[config.mk]
export PLATFORM = sky130hd
export DESIGN_NAME = cmp_classify_pipe
export DESIGN_NICKNAME = d
export VERILOG_FILES = /design/src/rtl/cmp_classify_pipe.sv
export SDC_FILE = /design/constraint.sdc
export NUM_CORES = 1
export LEC_CHECK = 0
export CAP_MARGIN = 40
export CELL_PAD_IN_SITES_DETAIL_PLACEMENT = 1
export CELL_PAD_IN_SITES_GLOBAL_PLACEMENT = 2
export CORE_UTILIZATION = 36
export DETAILED_ROUTE_END_ITERATION = 7
export PLACE_DENSITY_LB_ADDON = 0.1
export SLEW_MARGIN = 10
export SYNTH_ARGS = -nofsm -noshare
export SYNTH_HDL_FRONTEND = slang
export SYNTH_SLANG_ARGS = --single-unit
export TNS_END_PERCENT = 10
[constraint.sdc]
create_clock -name clk -period 3.39 [get_ports clk]
set_clock_uncertainty 0.1 [all_clocks]
set_input_delay 0.5085 -clock clk [delete_from_list [all_inputs] [get_ports clk]]
set_output_delay 0.5085 -clock clk [all_outputs]
set_load 0.02 [all_outputs]
[src/rtl/cmp_classify_pipe.sv]
// cmp_classify_pipe: two-stage multi-channel compare/classify pipeline with
// per-channel last-code history and saturating per-code hit counters.
module cmp_classify_pipe #(
  parameter int WIDTH     = 16,
  parameter int CHANNELS  = 4,
  parameter int CNT_WIDTH = 9,
  parameter int SIGNED    = 0,
  localparam int CW       = $clog2(CHANNELS)
) (
  input  logic                 clk,
  input  logic                 rst_n,
  input  logic                 in_valid,
  output logic                 in_ready,
  input  logic [CW-1:0]        in_chan,
  input  logic [WIDTH-1:0]     in_a,
  input  logic [WIDTH-1:0]     in_b,
  output logic                 out_valid,
  input  logic                 out_ready,
  output logic [CW-1:0]        out_chan,
  output logic [1:0]           out_code,
  input  logic                 clear,
  input  logic [CW-1:0]        rd_chan,
  input  logic [1:0]           rd_sel,
  output logic [CNT_WIDTH-1:0] rd_count
);
  localparam logic [CW:0] CH = (CW+1)'(CHANNELS);
  logic                                       s1_valid_q, s1_valid_d, s1_gt_q, s1_gt_d;
  logic                                       s1_eq_q, s1_eq_d, s1_oor_q, s1_oor_d;
  logic [CW-1:0]                              s1_chan_q, s1_chan_d;
  logic                                       out_valid_q, out_valid_d;
  logic [CW-1:0]                              out_chan_q, out_chan_d;
  logic [1:0]                                 out_code_q, out_code_d;
  logic [CHANNELS-1:0][1:0]                   last_code_q, last_code_d;
  logic [CHANNELS-1:0][3:0][CNT_WIDTH-1:0]    cnt_q, cnt_d;
  logic [CNT_WIDTH-1:0]                       rd_count_q, rd_count_d, cur;
  logic                                       s2_load, in_fire, gt;
  logic [1:0]                                 prev, code;
  always_comb begin
    gt = (SIGNED != 0) ? ($signed(in_a) > $signed(in_b)) : (in_a > in_b);
    s2_load = s1_valid_q && (!out_valid_q || out_ready);
    in_ready = !s1_valid_q || s2_load;
    in_fire = in_valid && in_ready;
    s1_valid_d = in_fire || (s1_valid_q && !s2_load);
    s1_chan_d = in_fire ? in_chan : s1_chan_q;
    s1_gt_d = in_fire ? gt : s1_gt_q;
    s1_eq_d = in_fire ? (in_a == in_b) : s1_eq_q;
    s1_oor_d = in_fire ? ({1'b0, in_chan} >= CH) : s1_oor_q;
    // a coincident clear makes the loading pair see a fresh history
    prev = (clear || s1_oor_q) ? 2'd0 : last_code_q[s1_chan_q];
    code = s1_oor_q ? 2'd0 : !s1_eq_q ? {1'b0, s1_gt_q} : (prev == 2'd2) ? 2'd3 : 2'd2;
    out_valid_d = s2_load || (out_valid_q && !out_ready);
    out_chan_d = s2_load ? s1_chan_q : out_chan_q;
    out_code_d = s2_load ? code : out_code_q;
    last_code_d = clear ? '0 : last_code_q;
    cnt_d = clear ? '0 : cnt_q;
    cur = cnt_d[s1_chan_q][code];
    if (s2_load && !s1_oor_q) begin
      last_code_d[s1_chan_q] = code;
      cnt_d[s1_chan_q][code] = &cur ? cur : cur + CNT_WIDTH'(1);
    end
    rd_count_d = ({1'b0, rd_chan} < CH) ? cnt_q[rd_chan][rd_sel] : '0;
  end
  always_ff @(posedge clk or negedge rst_n) begin
    if (!rst_n) begin
      s1_valid_q  <= 1'b0;
      s1_gt_q     <= 1'b0;
      s1_eq_q     <= 1'b0;
      s1_oor_q    <= 1'b0;
      s1_chan_q   <= '0;
      out_valid_q <= 1'b0;
      out_chan_q  <= '0;
      out_code_q  <= '0;
      last_code_q <= '0;
      cnt_q       <= '0;
      rd_count_q  <= '0;
    end else begin
      s1_valid_q  <= s1_valid_d;
      s1_gt_q     <= s1_gt_d;
      s1_eq_q     <= s1_eq_d;
      s1_oor_q    <= s1_oor_d;
      s1_chan_q   <= s1_chan_d;
      out_valid_q <= out_valid_d;
      out_chan_q  <= out_chan_d;
      out_code_q  <= out_code_d;
      last_code_q <= last_code_d;
      cnt_q       <= cnt_d;
      rd_count_q  <= rd_count_d;
    end
  end
  assign out_valid = out_valid_q;
  assign out_chan  = out_chan_q;
  assign out_code  = out_code_q;
  assign rd_count  = rd_count_q;
endmodule

# Yosys cells after proc, flatten, opt, wreduce, memory -nomap -nowiden
# Cells that the tools add are included.
dict set report totals {
  reg_bits 171
  input_bits 43
  out_inout_bits 15
  wordCells 79
}
dict set report classes {
  addsub 1
  order_cmp 7
  eq_ne 2
  mux 26
  reduce_logical 15
}
# cell n
set ops {}
lappend ops {{144-bit 2-to-1 mux} 2}
lappend ops {{36-bit binary-select mux with 2-bit select} 2}
lappend ops {{144-bit bitwise mux} 1}
lappend ops {{36-bit 2-to-1 mux} 3}
lappend ops {{36-bit demux with 2-bit select} 1}
lappend ops {{9-bit binary-select mux with 2-bit select} 2}
lappend ops {{9-bit 2-to-1 mux} 4}
lappend ops {{9-bit demux with 2-bit select} 1}
lappend ops {{16-bit == test} 1}
lappend ops {{16-bit greater-than comparator} 1}
lappend ops {{8-bit 2-to-1 mux} 2}
lappend ops {{2-bit by 3-bit < comparator with 1-bit output (second input constant)} 4}
lappend ops {{9-bit by 1-bit adder with 9-bit output (second input constant)} 1}
lappend ops {{9-bit AND reduction} 1}
lappend ops {{8-bit bitwise mux} 1}
lappend ops {{2-bit 2-to-1 mux} 4}
lappend ops {{1-bit logical AND} 6}
lappend ops {{2-bit binary-select mux with 2-bit select} 1}
lappend ops {{2-bit demux with 2-bit select} 1}
lappend ops {{2-bit by 1-bit greater-or-equal comparator with 1-bit output (second input constant)} 2}
lappend ops {{1-bit logical NOT} 4}
lappend ops {{1-bit logical OR} 4}
lappend ops {{2-bit == test (second input constant)} 1}
lappend ops {{1-bit 2-to-1 mux} 1}

# Logic depth before layout (Yosys ltp)
# Gate-level depths: netlist of the first run.
dict set report depth {
  word_depth 14
  depth_mapped 14
  ltp_nobuf 10
}

# Least setup slack after synthesis of the first run
# Ideal clock, no wire load.
dict set report synth_timing {
  kind {reg-to-reg}
  start {register s1_chan_q[0]}
  end {register cnt_q[73] (netlist name)}
  setup_time_ns 0.128
  t_arrival_ns 3.105
  required_time_ns 3.162
  slack_ns 0.057
  path_stages_with_launch 14
  path_buffers 4
  period_less_slack_ns 3.333
  cell_sequence {dfrtp_1 > buf_4 > buf_4 > buf_1 > o21bai_1 > a221o_1 > a21oi_1 > or2_2 > ha_1 > nand4b_4 > nor3_4 > mux2i_1 > buf_2 > o21ai_1}
}
# item line_no
set synth_lines {}
lappend synth_lines {{start, declared} 29} ;# logic [CW-1:0] s1_chan_q, s1_chan_d;
lappend synth_lines {{start signal, assigned} 81} ;# s1_chan_q <= s1_chan_d;
lappend synth_lines {{end signal, assigned} 86} ;# cnt_q <= cnt_d;
lappend synth_lines {{end, declared} 34} ;# logic [CHANNELS-1:0][3:0][CNT_WIDTH-1:0] cnt_q, cnt_d;

==> metrics.md, run 1 <==
| Metric | Value |
|---|---|
| Outcome | `finished, violations left` |
| Violated checks | `negative hold slack` |
| Largest fanout on the critical path | `8` |
| Synth area leader | `dfrtp_1` |
| Simple-Gate Fraction of Synth Area | `14.4%` |
| Port bufs | `57` |
| DRT iter0 DRCs | `559` |
| Synth Area in Compound Gates | `13.7%` |
| Clk Latency, worst-skew pair | `0.44 ns` |
| Top Ports | `58` |
| Final hold vios | `14` |
| Power Density | `455 nW/um^2` |
| Std-Cell Rows | `58` |
| Post-synthesis xor/xnor area fraction | `0.359%` |
| Slew headroom | `39.9%` |
| Die area | `26,800 sq um` |
| Max VDD drop | `0.000281 V` |
| Leak Pwr | `4.97 nW` |
| Clk sinks | `171` |
| Layout area overhead | `24.5%` |
| Synth Area in Adders | `2.26%` |
| Pre-CTS setup slack | `-0.582 ns` |
| R2r setup slk | `0.07 ns` |
| Cells on worst reg2reg path | `10` |
| Area share of the largest cell type after synthesis | `45.4%` |
| DP Wirelength | `23,100 microns` |
| Share of layout cells above drive strength 1 | `23.4%` |
| Final hold slack | `-0.0432 ns` |
| #FFs+latches synth | `171` |
| Mux share of post-synthesis cell area | `19.7%` |
| Placeable Area | `25,400 sq um` |
| Clock buffer count from CTS | `17` |
| Detailed-route via count | `7,947` |
| Final design utilization | `46.2%` |
| Startpoint Class | `register` |
| GRT Util Overall | `27.0%` |
| Netlist cell types | `61` |
| Fmax | `302 MHz` |
| Crit path to | `cnt_q[73]` |
| Placed Area | `11,000 sq um` |
| CP Cell Sequence | `mux4_2 > a221oi_1 > o211a_1 > ha_1 > nand4b_4 > nor3_4 > buf_12 > mux2i_4 > buf_6 > o21ai_1` |
| Detailed-router iteration count before antenna repair | `5` |
| Top_reg_cell synth | `dfrtp_1` |
| Post-DR vias/cell | `5.96` |
| Vias in the first global route | `8,519` |
| YS warnings | `0` |
| Final WL | `34,200 microns` |
| FF-to-FF Start | `s1_chan_q[0]` |
| Worst Tran Pin Value | `0.899 ns` |
| Post-layout min period | `3.32 ns` |
| Number of synthesized flops with an enable pin | `0` |
| Main combinational cell family by area after synthesis | `multiplexers` |
| Die width | `164 microns` |
| WP data required | `3.60 ns` |
| Final setup viols | `0` |
| DRC | `0` |
| Async set or reset register ratio after synthesis | `100%` |
| MaxCap Viol Count | `0` |
| Hold Crit Class | `input port to async pin` |
| Post-route ant nets | `0` |
| Root Buffer | `clkbuf_16` |
| Largest net degree at the start of global routing | `75` |
| Drt wl/cell | `25.7 microns` |
| Total congestion overflow | `0` |
| Longest Clk Path Bufs | `2` |
| Syn Std Cell Area | `9420 sq um` |
| Crit path DAT | `3.53 ns` |
| Fin crit share | `97.8%` |
| Syn Inst Count | `880` |
| Final setup margin | `0.0744 ns` |
| Slowest cell delay on critical path | `0.67 ns` |
| GP Congestion | `0.872` |
| Synth area leaders | `dfrtp_1 (45%), mux4_2 (16%), nand3_1 (7.8%), o21ai_0 (6.4%), mux2i_1 (2.9%)` |
| Tot Pwr | `5.34 mW` |
| Initial core utilization | `37.1%` |
| Seq/Total Area, Yosys | `45.4%` |
| First-pass GRT wire length | `52,300 microns` |
| Design area | `11,700 sq um` |
| H-Tree Depth | `4` |
| CTS tree | `built` |
| Clock-pin slew on the worst setup and hold paths | `0.07 ns` |
| Fin nets | `1,049` |
| Commonest cells post-synth | `dfrtp_1 (171), nand3_1 (146), o21ai_0 (121)` |
| RSZ-0062 raised after global routing | `true` |
| Syn_area_per_cell | `10.7 sq um` |
| Antenna violations before repair | `1` |
| CP max stage cell | `mux4_2` |
| Synthesized Nets | `940` |
| End of the worst register-to-register path | `cnt_q[73]` |
| Critical path class | `register to register` |
| CTS Hold Bufs | `0` |
| Die height | `164 microns` |
| Cell with the most instances after synthesis | `dfrtp_1` |
| Final Slew Violations | `0` |
| CP endpoint kind | `register` |
| CP startpoint | `s1_chan_q[0]` |
-- cell families after synthesis --
kind of cell	count (synthesis)
and+or+nand+nor	267
AOI/OAI and AO/OA	226
DFF	171
muxes	100
buffers and inverters	96
adders and majority gates	17
xor gates and xnor gates	3
-- layer usage --
| metal | part of all wire, % | global-route usage [%] | up-vias |
|---|---|---|---|
| li1 | - | - | 3525 |
| met1 | 43 | 35.6 | 4163 |
| met2 | 49 | 44.1 | 206 |
| met3 | 5.1 | 5.15 | 53 |
| met4 | 3.0 | 10.0 | 0 |
| met5 | 0 | 0 | - |
-- how the worst min path moves through the flow --
stage,from,endpoint,slack [ns],cells after the start
floorplan,rst_n,cnt_q[0],0.11,0
global placement,out_chan[1],out_chan[1],0.37,2
detailed placement,out_chan[0],out_chan[0],0.37,2
CTS,rst_n,out_chan[1],0.005,1
global route,rst_n,out_chan[1],0.01,1
finish,rst_n,out_chan[0],-0.04,1
-- cells in the final DEF, fill, tap and decap left out, drive strengths merged, types with 3 or more instances in the layout --
| master | synthesis | routed |
|---|---|---|
| nand2b | 9 | 9 |
| nand3 | 146 | 146 |
| o31ai | 3 | 3 |
| o21ai | 163 | 163 |
| mux2 | 5 | 5 |
| buf | 21 | 107 |
| o22ai | 10 | 10 |
| or2 | 3 | 3 |
| a21oi | 11 | 11 |
| bufinv | 0 | 4 |
| clkbuf | 50 | 19 |
| nor2b | 15 | 15 |
| nor3 | 13 | 13 |
| mux4 | 68 | 68 |
| a211oi | 3 | 3 |
| inv | 25 | 31 |
| a31oi | 3 | 3 |
| a21o | 4 | 4 |
| nand2 | 54 | 54 |
| nor2 | 15 | 15 |
| mux2i | 27 | 27 |
| dfrtp | 171 | 171 |
| o21a | 4 | 4 |
| clkdlybuf4s50 | 0 | 53 |
| nand4 | 4 | 4 |
| ha | 17 | 17 |
| nand3b | 4 | 4 |
-- area by class of cell --
class	count	area (sq um)
Fill cell	2744	13700
Inverter	25	96.3
Antenna cell	1	2.50
Tap cell	330	413
Multi-Input combinational cell	613	4800
Sequential cell	171	4280
Clock inverter	13	203
Clock buffer	19	433
Timing Repair Buffer	161	1500
-- through the flow --
stage / TNS, ns / instances
finish: 0 / 1333
global route: -0.742 / 1332
CTS: 0 / 1331
detailed placement: -47.17 / 1299
global placement: -40.39 / 1296
floorplan: 0 / 880
-- registers in the layout (all words and copies together), names as in the netlist, 2 cells and up --
name / cells
s1_chan_q: 2
out_chan: 2
last_code_q: 8
out_code: 2
rd_count: 9
cnt_q: 144
-- where the power goes --
part / internal [mW] / switching [mW] / leakage (nW)
registers: 2.10 / 0.0599 / 2.36
clock network: 1.26 / 0.908 / 0.307
logic: 0.427 / 0.589 / 2.31
total: 3.78 / 1.56 / 4.97
-- worst max-delay path, delay by kind of cell (launching register included) --
family,cells,cell delay (ns)
fa+ha+maj,1,0.22
flops,1,0.45
compound gates,3,0.68
buf+inv,2,0.34
mux,2,0.96
simple gates,2,0.42
-- repair_timing --
item                       4_1_cts  5_1_grt
setup endpoints to repair       28      108
setup buffers                    0        0
pin swaps                        0        1
gates cloned                     0        1
resized for setup                2       17
hold endpoints to repair         0        0
(Power assumes the default switching activity.)
==> run 2: changes to the inputs <==
- SKIP_LAST_GASP: not set -> 1
==> metrics.md, run 2 (synthesis gave the netlist of run 1 again) <==
| Metric | Value |
|---|---|
| Outcome | `finished, violations left` |
| Violated checks | `negative hold slack` |
| Largest register by flop count | `cnt_q` |
| Drt wl/cell | `25.6 microns` |
| Detailed-router iteration count before antenna repair | `5` |
| Root Buffer | `clkbuf_16` |
| Largest net degree at the start of global routing | `75` |
| CP Cell Sequence | `mux4_2 > nand2b_2 > nand2_1 > a21oi_1 > or2_2 > ha_1 > nand4b_4 > nor3_4 > buf_12 > mux2i_1 > buf_6 > o21ai_1` |
| Final hold slack | `-0.0424 ns` |
| Longest Clk Path Bufs | `2` |
| Final setup margin | `0.0563 ns` |
| Highest Signal Layer | `met4` |
| Final Slew Violations | `0` |
| Fmax | `300 MHz` |
| Initial core utilization | `37.1%` |
| Post-route ant nets | `0` |
| GP Congestion | `0.872` |
| Slew headroom | `41.7%` |
| Hold Crit Class | `input port to async pin` |
| Slowest cell delay on critical path | `0.66 ns` |
| Placed Area | `11,000 sq um` |
| CTS Hold Bufs | `0` |
| Die height | `164 microns` |
| Antenna violations before repair | `1` |
| Share of layout cells above drive strength 1 | `22.8%` |
| Largest register FFs | `144` |
| Placeable Area | `25,400 sq um` |
| Clock buffer count from CTS | `17` |
| Crit path DAT | `3.55 ns` |
| Most frequent cells in the layout | `dfrtp_1 (169), nand3_1 (146), o21ai_0 (121)` |
| Clk Latency, worst-skew pair | `0.44 ns` |
| Final Non-Filler Cells | `1,332` |
| Max VDD drop | `0.000280 V` |
| Final WL | `34,100 microns` |
| Final design utilization | `46.0%` |
| Clock-pin slew on the worst setup and hold paths | `0.07 ns` |
| Critical path class | `register to register` |
| Leading cell type in the layout, fill and taps excluded | `dfrtp_1` |
| Final hold vios | `14` |
| Layout area overhead | `24.0%` |
| WP data required | `3.60 ns` |
| CP endpoint kind | `register` |
| Post-DR vias/cell | `5.98` |
| Port bufs | `57` |
| Setup TNS | `0 ns` |
| Std-Cell Rows | `58` |
| Fin crit share | `98.3%` |
| H-Tree Depth | `4` |
| Post-layout min period | `3.33 ns` |
| Detailed-route via count | `7,961` |
| Number of fill cells in the layout | `2,749` |
| Clk sinks | `171` |
| Cell family with most CP delay | `multiplexers` |
| Met3 wire length | `1590 microns` |
| Cell count after placement | `1,299` |
| Met2 Wirelength | `16,500 microns` |
| Power Density | `454 nW/um^2` |
| MaxCap Viol Count | `0` |
| Pre-CTS setup slack | `-0.582 ns` |
| Die width | `164 microns` |
| CP max stage cell | `mux4_2` |
| Worst path bufs/invs | `2` |
| Final setup viols | `0` |
| Leak Pwr | `4.96 nW` |
| Vias in the first global route | `8,519` |
| Design area | `11,700 sq um` |
| RSZ-0062 raised after global routing | `true` |
| DP Wirelength | `23,100 microns` |
| Worst Tran Pin Value | `0.872 ns` |
| DRT iter0 DRCs | `559` |
| GRT Util Overall | `27.0%` |
| Routed length on met1 | `14,900 microns` |
| DRC | `0` |
| First-pass GRT wire length | `52,300 microns` |
| CTS tree | `built` |
| Die area | `26,800 sq um` |
| Largest fanout on the critical path | `16` |
| Total congestion overflow | `0` |
| Top Ports | `58` |
| Startpoint Class | `register` |
| Fin nets | `1,048` |
| Tot Pwr | `5.31 mW` |
| R2r setup slk | `0.06 ns` |
## run 2: worst reg2reg max path, stage by stage (launching register included)
cell and delay [ns]:
dfrtp_2 0.45, mux4_2 0.66, nand2b_2 0.14, nand2_1 0.06, a21oi_1 0.24, or2_2 0.17, ha_1 0.22, nand4b_4 0.18
nor3_4 0.26, buf_12 0.14, mux2i_1 0.26, buf_6 0.22, o21ai_1 0.12
## run 2: final timing paths
| check | startpoint | end | cells after the start |
|---|---|---|---|
| worst max register to register | s1_chan_q[0] | cnt_q[73] | 12 |
| worst min register to register | out_chan[0] | out_chan[0] | 2 |
| worst max-delay path | s1_chan_q[0] | cnt_q[73] | 12 |
| worst min-delay path | rst_n | out_chan[0] | 1 |
| min in group clk | out_chan[0] | out_chan[0] | 2 |
| max in group asynchronous | rst_n | cnt_q[47] | 2 |
## run 2: cell type report
cell class | instances | area (sq um) | area share, %
Timing Repair Buffer | 160 | 1480 | 12.7
Multi-Input combinational cell | 613 | 4770 | 40.8
Sequential cell | 171 | 4280 | 36.7
Tap cell | 330 | 413 | 3.54
Clock buffer | 19 | 433 | 3.71
Clock inverter | 13 | 203 | 1.74
Antenna cell | 1 | 2.50 | 0.0214
Inverter | 25 | 96.3 | 0.825
## run 2: repair_timing
action / CTS / global route
setup buffers: 0 / 0
gates resized for setup: 1 / 6
setup endpoints to repair: 28 / 111
## run 2: where the power goes
group          switching (mW)  internal, mW
clock                   0.904          1.26
sequential             0.0604          2.10
combinational           0.576         0.411
## run 2: routing by layer
layer,up-vias,track usage (%)
met3,59,5.15
met2,189,44.1
met4,0,10.0
met5,-,0
met1,4186,35.6
li1,3527,-
